===== config.mk =====
export PLATFORM = sky130hd
export DESIGN_NAME = rc4_xor_stream_flat
export DESIGN_NICKNAME = d
export VERILOG_FILES = /design/src/rtl/rc4_pkg.sv /design/src/rtl/rc4_xor_stream_if.sv /design/src/rtl/rc4_ks_fifo.sv /design/src/rtl/rc4_xor_stream.sv /design/src/flat_wrapper.sv
export SDC_FILE = /design/constraint.sdc
export NUM_CORES = 1
export LEC_CHECK = 0
export BUFFER_PORTS_ARGS = -buffer_cell sky130_fd_sc_hd__buf_2
export CORE_MARGIN = 2
export CORE_UTILIZATION = 50
export CTS_BUF_LIST = sky130_fd_sc_hd__clkbuf_4
export DETAILED_ROUTE_END_ITERATION = 10
export PLACE_DENSITY_LB_ADDON = 0.2
export SYNTH_ARGS = -nofsm -noshare
export SYNTH_HDL_FRONTEND = slang
export SYNTH_SLANG_ARGS = --single-unit

===== constraint.sdc =====
create_clock -name clk -period 5.1 [get_ports clk]
set_input_delay 0.51 -clock clk [delete_from_list [all_inputs] [get_ports clk]]
set_output_delay 0.51 -clock clk [all_outputs]
set_load 0.02 [all_outputs]

===== src/rtl/rc4_pkg.sv =====
// Shared types and constants for the RC4 keystream XOR combining stage.
// Provides the FSM state encoding, the byte type, default parameter values and
// the width of the keystream drop counter.
package rc4_pkg;

    typedef enum logic [1:0] {
        StIdle,
        StDiscard,
        StRun,
        StDrain
    } state_e;

    typedef logic [7:0] byte_t;

    localparam int unsigned DefaultDropN     = 0;
    localparam int unsigned DefaultFifoDepth = 4;

    // DROP_N is limited to 0..1023, so ten bits cover every discard count.
    localparam int unsigned DropCntW = 10;

endpackage


===== src/rtl/rc4_xor_stream_if.sv =====
// Stream bundle for the RC4 XOR stage.
// ks_*: keystream input (valid/ready), pt_*: plaintext input (valid/ready/last),
// ct_*: ciphertext output (valid/ready/last).
// master: the surrounding system (drives keystream and plaintext, sinks ciphertext).
// slave:  the combining block itself.
interface rc4_xor_stream_if;
    import rc4_pkg::*;

    byte_t ks_data;
    logic  ks_valid;
    logic  ks_ready;

    byte_t pt_data;
    logic  pt_valid;
    logic  pt_last;
    logic  pt_ready;

    byte_t ct_data;
    logic  ct_valid;
    logic  ct_last;
    logic  ct_ready;

    modport master (
        output ks_data, ks_valid,
        input  ks_ready,
        output pt_data, pt_valid, pt_last,
        input  pt_ready,
        input  ct_data, ct_valid, ct_last,
        output ct_ready
    );

    modport slave (
        input  ks_data, ks_valid,
        output ks_ready,
        input  pt_data, pt_valid, pt_last,
        output pt_ready,
        output ct_data, ct_valid, ct_last,
        input  ct_ready
    );

endinterface


===== src/rtl/rc4_ks_fifo.sv =====
// Keystream prefetch FIFO.
// Ports: clk/rst (sync, active-high), push/pop requests, clear (empties the FIFO,
// wins over push/pop), din (write data), dout (head byte, combinational read),
// count (occupancy 0..DEPTH), full, empty. DEPTH must be a power of two >= 2.
module rc4_ks_fifo
    import rc4_pkg::*;
#(
    parameter int unsigned DEPTH = DefaultFifoDepth
) (
    input  logic                   clk,
    input  logic                   rst,
    input  logic                   push,
    input  logic                   pop,
    input  logic                   clear,
    input  byte_t                  din,
    output byte_t                  dout,
    output logic [$clog2(DEPTH):0] count,
    output logic                   full,
    output logic                   empty
);

    localparam int unsigned AddrW = $clog2(DEPTH);
    localparam int unsigned CntW  = AddrW + 1;
    localparam logic [CntW-1:0] FullCnt = CntW'(DEPTH);

    byte_t            mem_q [DEPTH];
    logic [AddrW-1:0] wr_ptr_q, wr_ptr_d;
    logic [AddrW-1:0] rd_ptr_q, rd_ptr_d;
    logic [CntW-1:0]  count_q, count_d;
    logic             do_push, do_pop;

    assign full  = (count_q == FullCnt);
    assign empty = (count_q == '0);
    assign count = count_q;
    assign dout  = mem_q[rd_ptr_q];

    always_comb begin
        do_push  = push && !full && !clear;
        do_pop   = pop && !empty && !clear;
        wr_ptr_d = wr_ptr_q;
        rd_ptr_d = rd_ptr_q;
        count_d  = count_q;
        if (clear) begin
            wr_ptr_d = '0;
            rd_ptr_d = '0;
            count_d  = '0;
        end else begin
            if (do_push) wr_ptr_d = wr_ptr_q + 1'b1;
            if (do_pop)  rd_ptr_d = rd_ptr_q + 1'b1;
            case ({do_push, do_pop})
                2'b10:   count_d = count_q + 1'b1;
                2'b01:   count_d = count_q - 1'b1;
                default: count_d = count_q;
            endcase
        end
    end

    always_ff @(posedge clk) begin
        if (rst) begin
            wr_ptr_q <= '0;
            rd_ptr_q <= '0;
            count_q  <= '0;
        end else begin
            wr_ptr_q <= wr_ptr_d;
            rd_ptr_q <= rd_ptr_d;
            count_q  <= count_d;
        end
    end

    // Storage needs no reset: occupancy is tracked by the pointers and count.
    always_ff @(posedge clk) begin
        if (do_push) mem_q[wr_ptr_q] <= din;
    end

endmodule


===== src/rtl/rc4_xor_stream.sv =====
// RC4 keystream XOR combining stage.
// Buffers keystream bytes in a prefetch FIFO, optionally discards the first DROP_N
// keystream bytes after each start, and XORs buffered keystream with plaintext to
// produce a registered ciphertext stream with end-of-message marking.
// Ports: clk/rst (sync, active-high), start (message start pulse, IDLE only),
// busy (not IDLE), strm (keystream/plaintext/ciphertext handshakes), byte_cnt
// (ciphertext bytes since start, wrapping), done (pulse on final ct handshake).
module rc4_xor_stream
    import rc4_pkg::*;
#(
    parameter int unsigned DROP_N     = DefaultDropN,
    parameter int unsigned FIFO_DEPTH = DefaultFifoDepth
) (
    input  logic                clk,
    input  logic                rst,
    input  logic                start,
    output logic                busy,
    rc4_xor_stream_if.slave     strm,
    output logic [15:0]         byte_cnt,
    output logic                done
);

    localparam int unsigned CntW = $clog2(FIFO_DEPTH) + 1;
    localparam logic [CntW-1:0] FullCnt = CntW'(FIFO_DEPTH);
    localparam logic [DropCntW-1:0] DropLast = DropCntW'(DROP_N - 1);

    state_e              state_q, state_d;
    logic [DropCntW-1:0] drop_cnt_q, drop_cnt_d;
    byte_t               ct_data_q, ct_data_d;
    logic                ct_valid_q, ct_valid_d;
    logic                ct_last_q, ct_last_d;
    logic [15:0]         byte_cnt_q, byte_cnt_d;

    logic                ks_rdy, pt_rdy, combine, done_c;
    logic                fifo_push, fifo_pop, fifo_clear;
    byte_t               fifo_head;
    logic [CntW-1:0]     fifo_count;
    logic                fifo_full, fifo_empty;

    rc4_ks_fifo #(
        .DEPTH (FIFO_DEPTH)
    ) u_ks_fifo (
        .clk   (clk),
        .rst   (rst),
        .push  (fifo_push),
        .pop   (fifo_pop),
        .clear (fifo_clear),
        .din   (strm.ks_data),
        .dout  (fifo_head),
        .count (fifo_count),
        .full  (fifo_full),
        .empty (fifo_empty)
    );

    always_comb begin
        state_d    = state_q;
        drop_cnt_d = drop_cnt_q;
        ct_data_d  = ct_data_q;
        ct_valid_d = ct_valid_q;
        ct_last_d  = ct_last_q;
        byte_cnt_d = byte_cnt_q;
        ks_rdy     = 1'b0;
        pt_rdy     = 1'b0;
        combine    = 1'b0;
        done_c     = 1'b0;
        fifo_push  = 1'b0;
        fifo_pop   = 1'b0;
        fifo_clear = 1'b0;

        unique case (state_q)
            StIdle: begin
                if (start) begin
                    fifo_clear = 1'b1;
                    byte_cnt_d = '0;
                    drop_cnt_d = '0;
                    state_d    = (DROP_N > 0) ? StDiscard : StRun;
                end
            end
            StDiscard: begin
                // Dropped keystream bypasses the FIFO entirely.
                ks_rdy = 1'b1;
                if (strm.ks_valid) begin
                    drop_cnt_d = drop_cnt_q + 1'b1;
                    if (drop_cnt_q == DropLast) state_d = StRun;
                end
            end
            StRun: begin
                // Registered occupancy only: a same-cycle pop never frees a slot early.
                ks_rdy    = (fifo_count < FullCnt);
                fifo_push = strm.ks_valid && ks_rdy;
                combine   = !fifo_empty && strm.pt_valid && (!ct_valid_q || strm.ct_ready);
                if (combine) begin
                    pt_rdy     = 1'b1;
                    fifo_pop   = 1'b1;
                    ct_data_d  = strm.pt_data ^ fifo_head;
                    ct_last_d  = strm.pt_last;
                    ct_valid_d = 1'b1;
                    byte_cnt_d = byte_cnt_q + 16'd1;
                    if (strm.pt_last) state_d = StDrain;
                end else if (strm.ct_ready) begin
                    ct_valid_d = 1'b0;
                end
            end
            StDrain: begin
                if (ct_valid_q && strm.ct_ready) begin
                    ct_valid_d = 1'b0;
                    done_c     = 1'b1;
                    // Leftover keystream belongs to the old key; upstream re-keys per message.
                    fifo_clear = 1'b1;
                    state_d    = StIdle;
                end
            end
            default: state_d = StIdle;
        endcase
    end

    always_ff @(posedge clk) begin
        if (rst) begin
            state_q    <= StIdle;
            drop_cnt_q <= '0;
            ct_data_q  <= '0;
            ct_valid_q <= 1'b0;
            ct_last_q  <= 1'b0;
            byte_cnt_q <= '0;
        end else begin
            state_q    <= state_d;
            drop_cnt_q <= drop_cnt_d;
            ct_data_q  <= ct_data_d;
            ct_valid_q <= ct_valid_d;
            ct_last_q  <= ct_last_d;
            byte_cnt_q <= byte_cnt_d;
        end
    end

    assign busy          = (state_q != StIdle);
    assign done          = done_c;
    assign byte_cnt      = byte_cnt_q;
    assign strm.ks_ready = ks_rdy;
    assign strm.pt_ready = pt_rdy;
    assign strm.ct_data  = ct_data_q;
    assign strm.ct_valid = ct_valid_q;
    assign strm.ct_last  = ct_last_q;

    ks_full_blocks_push: assert property (@(posedge clk) disable iff (rst) fifo_full |-> !ks_rdy);

endmodule


===== src/flat_wrapper.sv =====
// flat-port wrapper written by rule: the top's interface ports become plain ports
module rc4_xor_stream_flat import rc4_pkg::*;
#(
    parameter int unsigned DROP_N     = DefaultDropN,
    parameter int unsigned FIFO_DEPTH = DefaultFifoDepth
)
  (clk, rst, start, busy, byte_cnt, done, strm_ks_data, strm_ks_valid, strm_ks_ready, strm_pt_data, strm_pt_valid, strm_pt_last, strm_pt_ready, strm_ct_data, strm_ct_valid, strm_ct_last, strm_ct_ready);
  rc4_xor_stream_if strm_i ();
  input  logic clk;
  input  logic rst;
  input  logic start;
  output logic busy;
  output logic [15:0] byte_cnt;
  output logic done;
  input wire logic [$bits(strm_i.ks_data)-1:0] strm_ks_data;
  input wire logic [$bits(strm_i.ks_valid)-1:0] strm_ks_valid;
  output wire logic [$bits(strm_i.ks_ready)-1:0] strm_ks_ready;
  input wire logic [$bits(strm_i.pt_data)-1:0] strm_pt_data;
  input wire logic [$bits(strm_i.pt_valid)-1:0] strm_pt_valid;
  input wire logic [$bits(strm_i.pt_last)-1:0] strm_pt_last;
  output wire logic [$bits(strm_i.pt_ready)-1:0] strm_pt_ready;
  output wire logic [$bits(strm_i.ct_data)-1:0] strm_ct_data;
  output wire logic [$bits(strm_i.ct_valid)-1:0] strm_ct_valid;
  output wire logic [$bits(strm_i.ct_last)-1:0] strm_ct_last;
  input wire logic [$bits(strm_i.ct_ready)-1:0] strm_ct_ready;
  assign strm_i.ks_data = strm_ks_data;
  assign strm_i.ks_valid = strm_ks_valid;
  assign strm_ks_ready = strm_i.ks_ready;
  assign strm_i.pt_data = strm_pt_data;
  assign strm_i.pt_valid = strm_pt_valid;
  assign strm_i.pt_last = strm_pt_last;
  assign strm_pt_ready = strm_i.pt_ready;
  assign strm_ct_data = strm_i.ct_data;
  assign strm_ct_valid = strm_i.ct_valid;
  assign strm_ct_last = strm_i.ct_last;
  assign strm_i.ct_ready = strm_ct_ready;
  rc4_xor_stream #(.DROP_N(DROP_N), .FIFO_DEPTH(FIFO_DEPTH)) u_core (.clk(clk), .rst(rst), .start(start), .busy(busy), .strm(strm_i), .byte_cnt(byte_cnt), .done(done));
endmodule

# Yosys cells after proc, flatten, opt, wreduce, memory -nomap -nowiden
# Memories as Yosys holds them, arrays and structs flattened. A register that Yosys moved wholly into a read port is not among the register bits.
# Index checks and enable logic that the tools add are counted.
dict set report totals {
  input_bits 23
  wordCells 88
  reg_bits 45
  memories 1
  out_inout_bits 30
  mem_bits_rw 32
}
# name words width read_ports rd_clocked_by_memory_dff write_ports line_no
set mem_list {}
lappend mem_list {u_core.u_ks_fifo.mem_q 4 8 1 1 1 rc4_ks_fifo.sv:26} ;# byte_t mem_q [DEPTH];
dict set report op_classes {
  eq_ne 14
  n_lt_le_gt_ge 1
  addsub 6
  muxes 30
  n_reduce_logical 26
  n_bitwise 1
}
# op count
set ops {}
lappend ops {{16-bit two-way mux} 2}
lappend ops {{16-bit one-hot mux with 2 select lines} 1}
lappend ops {{10-bit two-way mux} 2}
lappend ops {{10-bit one-hot mux with 2 select lines} 1}
lappend ops {{16-bit by 1-bit adder with 16-bit output (second input constant)} 1}
lappend ops {{2-bit two-way mux} 8}
lappend ops {{1-bit two-way mux} 11}
lappend ops {{10-bit by 1-bit adder with 10-bit output (second input constant)} 1}
lappend ops {{10-bit equality test (second input constant)} 1}
lappend ops {{2-bit nonzero test} 5}
lappend ops {{3-bit AND reduction} 3}
lappend ops {{1-bit logical AND} 8}
lappend ops {{2-bit one-hot mux with 4 select lines} 1}
lappend ops {{8-bit bitwise XOR} 1}
lappend ops {{2-bit equality test (second input constant)} 3}
lappend ops {{2-bit by 1-bit != test with 1-bit output (second input constant)} 3}
lappend ops {{2-bit != test (second input constant)} 3}
lappend ops {{1-bit one-hot mux with 2 select lines} 3}
lappend ops {{3-bit one-hot mux with 2 select lines} 1}
lappend ops {{6-bit AND reduction} 1}
lappend ops {{2-bit by 1-bit adder with 2-bit output (second input constant)} 2}
lappend ops {{2-bit by 1-bit equality test with 1-bit output (second input constant)} 2}
lappend ops {{1-bit zero test} 4}
lappend ops {{3-bit by 1-bit adder with 3-bit output (second input constant)} 1}
lappend ops {{other kinds (9)} 9}

# Longest topological paths before layout
# Gate-level depths: netlist of the first run.
dict set report depth {
  word_depth 10
  ltp_mapped 14
}

# By module
# Synthesis of the first run repeated with hierarchy kept, for this count alone.
dict set report hier_totals {
  cells_unflattened 323
  hier_area_um2 3560.9
}
# module cells_per_inst area_each_um2 instances
set by_module_without_submodules {}
lappend by_module_without_submodules {rc4_xor_stream 224 1894.3 1}
lappend by_module_without_submodules {rc4_ks_fifo 99 1666.6 1}

# Worst setup path after synthesis of the first run
# No wires, ideal clock.
dict set report synth_path {
  path_type {flip-flop to flip-flop}
  startpoint {register u_core.state_q[0]}
  endpoint {register u_core.u_ks_fifo.count_q[2] (netlist: u_core.u_ks_fifo.count[2])}
  required_ns 4.976
  setup_slack_ns 2.849
  n_path_buf 0
  setup_ns 0.124
  arrival_ns 2.127
  path_stages_with_launch 13
  cell_sequence {dfxtp_1 inv_1 ha_1 a21oi_1 nor2_1 inv_1 ha_1 inv_1 fa_1 xor2_1 nor2_1 xnor2_1 nor2_1}
}
dict set report synth_via {
  elab_chain_cells 6
}
# item line_no
set synth_rtl {}
lappend synth_rtl {{start: declaration} rc4_xor_stream.sv:27} ;# state_e state_q, state_d;
lappend synth_rtl {{start signal: assignment} rc4_xor_stream.sv:119} ;# state_q <= StIdle;
lappend synth_rtl {{start signal: assignment} rc4_xor_stream.sv:126} ;# state_q <= state_d;
lappend synth_rtl {{2-bit equality test / 2-bit zero test (equally long branches)} rc4_xor_stream.sv:70} ;# unique case (state_q)
lappend synth_rtl {{1-bit one-hot mux with 2 select lines / 1-bit two-way mux (equally long branches)} rc4_xor_stream.sv:70}
lappend synth_rtl {{1-bit zero test, or another cell as far along} {rc4_ks_fifo.sv:38, rc4_ks_fifo.sv:39}}
lappend synth_rtl {{1-bit logical AND, on equally long branches} {rc4_ks_fifo.sv:39, rc4_ks_fifo.sv:38}}
lappend synth_rtl {{2-bit by 1-bit equality test with 1-bit output / 2-bit equality test (equally long branches)} rc4_ks_fifo.sv:50} ;# case ({do_push, do_pop})
lappend synth_rtl {{3-bit one-hot mux with 2 select lines / 2-bit nonzero test (equally long branches)} -}
lappend synth_rtl {{end signal: assignment} rc4_ks_fifo.sv:66} ;# count_q <= count_d;
lappend synth_rtl {{end: declaration} rc4_ks_fifo.sv:29} ;# logic [CntW-1:0] count_q, count_d;
# Parallel ways exist; a longest one is shown, timed or not.
# A chain may end at the register's enable or synchronous reset.

# Final worst setup path of the first run
dict set report layout_path {
  startpoint {register u_core.state_q[0]}
  endpoint {output port strm_pt_ready}
}
dict set report layout_via {
  elab_chain_cells 2
}
# item line_no
set layout_rtl {}
lappend layout_rtl {{2-bit equality test} rc4_xor_stream.sv:70}
lappend layout_rtl {{1-bit two-way mux} rc4_xor_stream.sv:70}
lappend layout_rtl {{end: declaration} flat_wrapper.sv:21} ;# output wire logic [$bits(strm_i.pt_ready)-1:0] strm_pt_ready;
# No other way between the ends.

==> results_dict.tcl, run 1 <==
set metrics [dict create \
    synth_edf_count 32 \
    wirelength_um 6750 \
    synthTopCellsByArea "edfxtp_1, dfxtp_1, mux4_2" \
    netlist_area_mm2 0.00361 \
    cts-root-buf "clkbuf_4" \
    swShare 0.335 \
    leakage_uw 0.00147 \
    clockBufferDepth 2 \
    critical_path_class "flop to primary output" \
    crit_path_end_kind "primary output" \
    grt-ovfl-total 0 \
    setup_violations 0 \
    syn_avg_cell_area_um2 11.0 \
    yosysTopAreaCellShare 0.266 \
    die-area_mm2 0.00791 \
    fin_crit_sh 0.551 \
    synth-seq-cells 79 \
    port_buffers 52 \
    fin_util 0.586 \
    yosysTopAreaCell "edfxtp_1" \
    cts.sinks 79 \
    r2r_slack_ps 2340 \
    postCtsSetupBuffers 0 \
    critPathLaunch "u_core.state_q[0]" \
    cts-htree-levels 3 \
    rows 30 \
    die_w_um 89.0 \
    reg2reg_depth 11 \
    synth_ff_type "dfxtp_1" \
    start_util 0.522 \
    wire_per_inst_um 14.1 \
    grt_pass1_wl_um 11000 \
    tns_ps 0 \
    firstDrtPassIters 4 \
    grt_antenna_before_repair 0 \
    place.gp.congestion 0.814 \
    syn_to_final_growth_pct 12.2 \
    avgViaCountPerCell 5.34 \
    ant_nets 0 \
    hold_class "primary input to flop" \
    max_freq_mhz 356 \
    synth-async-reset-ratio 0 \
    r2r-start "u_core.state_q[0]" \
    maxCapViolCount 0 \
    arrival_ps 2300 \
    layout_commonest_cell "buf_2" \
    drc_errors 0 \
    die-height_um 89.0 \
    rsz0062_at_grt "false" \
    grt_pass1_vias 2360 \
    cts_resized 0 \
    min_period_ps 2810 \
    path_clk_slew_ps 130 \
    ys_warn_count 0 \
    p_clk_frac 0.236 \
    dp.final_hpwl_um 4860 \
    synth_nets 365 \
    cpPeakStageDelay_ps 510 \
    vias 2557 \
    layout.nets 414 \
    cts_made_buffers 9 \
    pwr-share-seq 0.512 \
    ir_drop_uv 213 \
    p_per_area_mw_per_mm2 344 \
    grt_max_degree 27 \
    cp_data_required_time_ps 4590 \
    relSlewSlack 0.468 \
    outcome "finished clean" \
    pwr-share-comb 0.252 \
    crit_end "strm_pt_ready" \
    rr_endpoint "u_core.u_ks_fifo.count[2]" \
    synth_cell_type_count 57 \
    cts_tree "done" \
    p_switching_uw 466 \
    clk_latency_ps 420 \
    drv_slew 0 \
    coreArea_mm2 0.00691 \
    worstMarginPinSlew_ps 791 \
    cp-start-kind "flop" \
    critPathMaxFanout 18 \
    hold_ws_ps 310 \
    slowest_stage "ha_1" \
    grt_usage 0.180 \
    antennaDiodeCount 0 \
    p_int_uw 926 \
    ys_seq_area_frac 0.527 \
    io_pins 53 \
    layout.cells.most_common_list "buf_2, dfxtp_1, nor2_1" \
    hold_violations 0 \
    drive_gt1_frac 0.222 \
    holdPathStages 1 \
    crit_chain "inv_1 > ha_1 > nand4_1 > inv_2 > buf_2" \
    finClkSkew_ps 19.3 \
    total_power_uw 1390 \
    postCtsHoldBufs 0 \
    drt_iter0_markers 127 \
    syn_inst 329 \
]
==> power groups by stage <==
stage	logic (uW)	registers, uW	clock network, uW
floorplan	265	728	0
global placement	347	725	0
detailed placement	350	728	0
CTS	352	714	341
global route	397	718	367
finish	351	713	328
==> worst min path at each step <==
stage | startpoint | endpoint
detailed placement | u_core.byte_cnt[15] | u_core.byte_cnt[15]
floorplan | u_core.drop_cnt_q[1] | u_core.drop_cnt_q[1]
global placement | u_core.byte_cnt[15] | u_core.byte_cnt[15]
finish | strm_ks_data[6] | u_core.u_ks_fifo.mem_q[3][6]
CTS | strm_ks_data[6] | u_core.u_ks_fifo.mem_q[1][6]
global route | strm_ks_data[2] | u_core.u_ks_fifo.mem_q[2][2]
==> stage by stage <==
step / instances / setup WS [ps] / instance area, um2
global placement: 463 / 2490 / 3930
finish: 479 / 2290 / 4050
CTS: 479 / 2270 / 4050
detailed placement: 463 / 2350 / 3930
global route: 479 / 2020 / 4050
floorplan: 329 / 2850 / 3610
==> synth_stat cells (all sizes together), types with 9 or more instances <==
cell / n
a211oi: 9
a21oi: 12
dfxtp: 47
edfxtp: 32
ha: 12
inv: 13
nand2: 20
nand3: 9
nand4: 11
nor2: 35
o21ai: 16
xnor2: 13
xor2: 9
==> worst max-delay path: cells and delay by family (launching register included) <==
kind                     cells  cell delay, ps
AND/OR/NAND/NOR              1             350
flip-flops                   1             370
buffers and inverters        3             660
adder cells (fa/ha/maj)      1             510
==> kinds of logic (layout without fill, tap and decap cells) <==
family / count (synthesis) / after routing / synth area share
buffers and inverters: 27 / 81 / 0.0312
flip-flops: 79 / 79 / 0.527
AO/OA/AOI/OAI: 62 / 62 / 0.112
AND/OR/NAND/NOR: 112 / 112 / 0.162
multiplexers: 14 / 14 / 0.0673
XOR/XNOR: 22 / 22 / 0.0534
adder cells (fa/ha/maj): 13 / 13 / 0.0472
==> state kept, by name, summed over array words and instances (netlist names), named ones only <==
name                       count
u_core.u_ks_fifo.mem_q        32
u_core.byte_cnt               16
u_core.drop_cnt_q             10
u_core.strm.ct_data            8
u_core.u_ks_fifo.count         3
u_core.state_q                 2
u_core.u_ks_fifo.rd_ptr_q      2
u_core.u_ks_fifo.wr_ptr_q      2
u_core.strm.ct_last            1
u_core.strm.ct_valid           1
==> metal layers <==
| layer | wire length (um) | track usage | part of all wire | vias to the layer above |
|---|---|---|---|---|
| met4 | 46 | 0.0529 | 0.0068 | 0 |
| met5 | 0 | 0 | 0 | - |
| met2 | 3180 | 0.280 | 0.47 | 50 |
| met1 | 3230 | 0.252 | 0.48 | 1196 |
| met3 | 284 | 0.0471 | 0.042 | 5 |
| li1 | - | - | - | 1306 |
==> cell type report <==
type,instances,area [um2]
Fill cell,629,2860
Clock inverter,7,55.1
Tap cell,96,120
Sequential cell,79,1900
Timing Repair Buffer,52,260
Clock buffer,9,67.6
Multi-Input combinational cell,223,1590
Inverter,13,48.8
Power figures use the tool's default switching activity.
==> run 2, diff against run 1 <==
- clock period: 5.1 -> 2.7 ns (I/O delays scaled with it)
==> run 2 against run 1 <==
Against the previous run: die area stayed put; clock skew is 4.3 ps lower; first-iteration DRC count is 30% higher; design area is 1.3% higher; final cell count is 0.84% higher; register-to-register slack worse by 2000 ps; global-route usage is 0.72 points higher; non-clock buffer count is 4 higher; critical endpoint is now u_core.u_ks_fifo.count[2]; largest cell class unchanged; largest power group unchanged.
==> results_dict.tcl, run 2 (same netlist as run 1, synthesis figures left out) <==
set metrics [dict create \
    critical_path_class "flop to flop" \
    grt_antenna_before_repair 0 \
    drv_slew 0 \
    ir_drop_uv 390 \
    clockBufferDepth 2 \
    critPathLaunch "u_core.state_q[1]" \
    fill_cells 642 \
    layout.nets 418 \
    max_freq_mhz 417 \
    cpPeakStageDelay_ps 370 \
    r2r-start "u_core.state_q[1]" \
    ant_nets 0 \
    p_per_area_mw_per_mm2 674 \
    post-route-cell-area_mm2 0.00410 \
    postCtsHoldBufs 0 \
    setup_violations 0 \
    finClkSkew_ps 14.9 \
    grt-ovfl-total 0 \
    path_clk_slew_ps 140 \
    outcome "finished clean" \
    cp_data_required_time_ps 3020 \
    cts-root-buf "clkbuf_4" \
    layout_commonest_cell "buf_2" \
    worstMarginPinSlew_ps 656 \
    port_buffers 52 \
    avgViaCountPerCell 5.44 \
    wirelength_um 7030 \
    cts_made_buffers 9 \
    layout.cells.most_common_list "buf_2, dfxtp_1, nor2_1" \
    leakage_uw 0.00151 \
    syn_to_final_growth_pct 13.7 \
    wire_per_inst_um 14.5 \
    io_pins 53 \
    crit_path_end_kind "flop" \
    cts_tree "done" \
    hold_violations 0 \
    dp.final_hpwl_um 5040 \
    top_register "u_core.u_ks_fifo.mem_q" \
    tns_ps 0 \
    vias 2628 \
    reg2reg_depth 13 \
    antennaDiodeCount 0 \
    arrival_ps 2720 \
    drc_errors 0 \
    slowest_stage "dfxtp_1" \
    min_period_ps 2400 \
    coreArea_mm2 0.00691 \
    drt_iter0_markers 165 \
    die-height_um 89.0 \
    crit_family "adder cells" \
    place.gp.congestion 0.825 \
    cts_resized 0 \
    crit_chain "inv_1 > ha_1 > nand2_1 > a21oi_1 > nor2_1 > inv_1 > ha_1 > inv_1 > fa_1 > xor2_1 > nor2_1 > xnor2_1 > nor2_1" \
    rows 30 \
    largest_reg_flops 32 \
    cts-htree-levels 3 \
    grt_pass1_vias 2475 \
    hold_class "primary input to flop" \
    clk_latency_ps 420 \
    grt_max_degree 27 \
    drive_gt1_frac 0.230 \
    postCtsSetupBuffers 0 \
    path_buf_inv 3 \
    grt_pass1_wl_um 11200 \
    cp-start-kind "flop" \
    rsz0062_at_grt "false" \
    start_util 0.522 \
    holdPathStages 1 \
    cts.sinks 79 \
    firstDrtPassIters 4 \
    die_w_um 89.0 \
    maxCapViolCount 0 \
    grt_usage 0.187 \
    critPathMaxFanout 5 \
    place_area_mm2 0.00396 \
    cp.depth 13 \
    die-area_mm2 0.00791 \
    worstHoldStart "strm_ks_data[1]" \
    relSlewSlack 0.559 \
    fin_crit_sh 0.888 \
]
-- run 2: worst paths after layout --
path	end	slack [ps]
max reg2reg	u_core.u_ks_fifo.count[2]	300
min	u_core.u_ks_fifo.mem_q[2][1]	60
max	u_core.u_ks_fifo.count[2]	300
min reg2reg	u_core.byte_cnt[15]	460
-- run 2: final cells by class --
class                   instances  area, um2  area share
inverters                      13       48.8      0.0119
flip-flops and latches         79       1900       0.464
clock buffers                   9       67.6      0.0165
repair buffers                 56        290      0.0708
well taps                      96        120      0.0293
clock inverters                 7       78.8      0.0192
multi-input cells             223       1590       0.389
-- run 2: where the power goes --
| part | internal (uW) | leakage (uW) | switching [uW] |
|---|---|---|---|
| Combinational | 266 | 0.000758 | 429 |
| Sequential | 1310 | 0.000668 | 40.4 |
| Clock | 294 | 0.0000813 | 430 |
| Total | 1870 | 0.00151 | 900 |
-- run 2: worst reg2reg max path, cell delays in order, from the launching register on --
cell	delay, ps
dfxtp_1	370
inv_1	100
ha_1	230
nand2_1	110
a21oi_1	270
nor2_1	100
inv_1	70
ha_1	180
inv_1	60
fa_1	370
xor2_1	150
nor2_1	110
xnor2_1	130
nor2_1	50
-- run 2: per-layer routing --
| metal | track usage | part of all wire | vias up |
|---|---|---|---|
| li1 | - | - | 1304 |
| met1 | 0.249 | 0.46 | 1242 |
| met2 | 0.303 | 0.47 | 74 |
| met3 | 0.0342 | 0.053 | 8 |
| met4 | 0.0814 | 0.011 | 0 |
| met5 | 0 | 0 | - |
-- run 2: through the flow --
stage | std cells | setup slack (ps) | hold slack [ps] | power [uW] | util
2_1_floorplan | 329 | 449 | 369 | 1870 | -
3_3_place_gp | 467 | 400 | 443 | 2050 | 0.573
3_5_place_dp | 467 | 297 | 450 | 2070 | 0.573
4_1_cts | 483 | 271 | 31.3 | 2800 | 0.594
5_1_grt | 483 | 62.6 | 45.9 | 2920 | 0.594
6_report | 483 | 302 | 60.9 | 2770 | 0.594
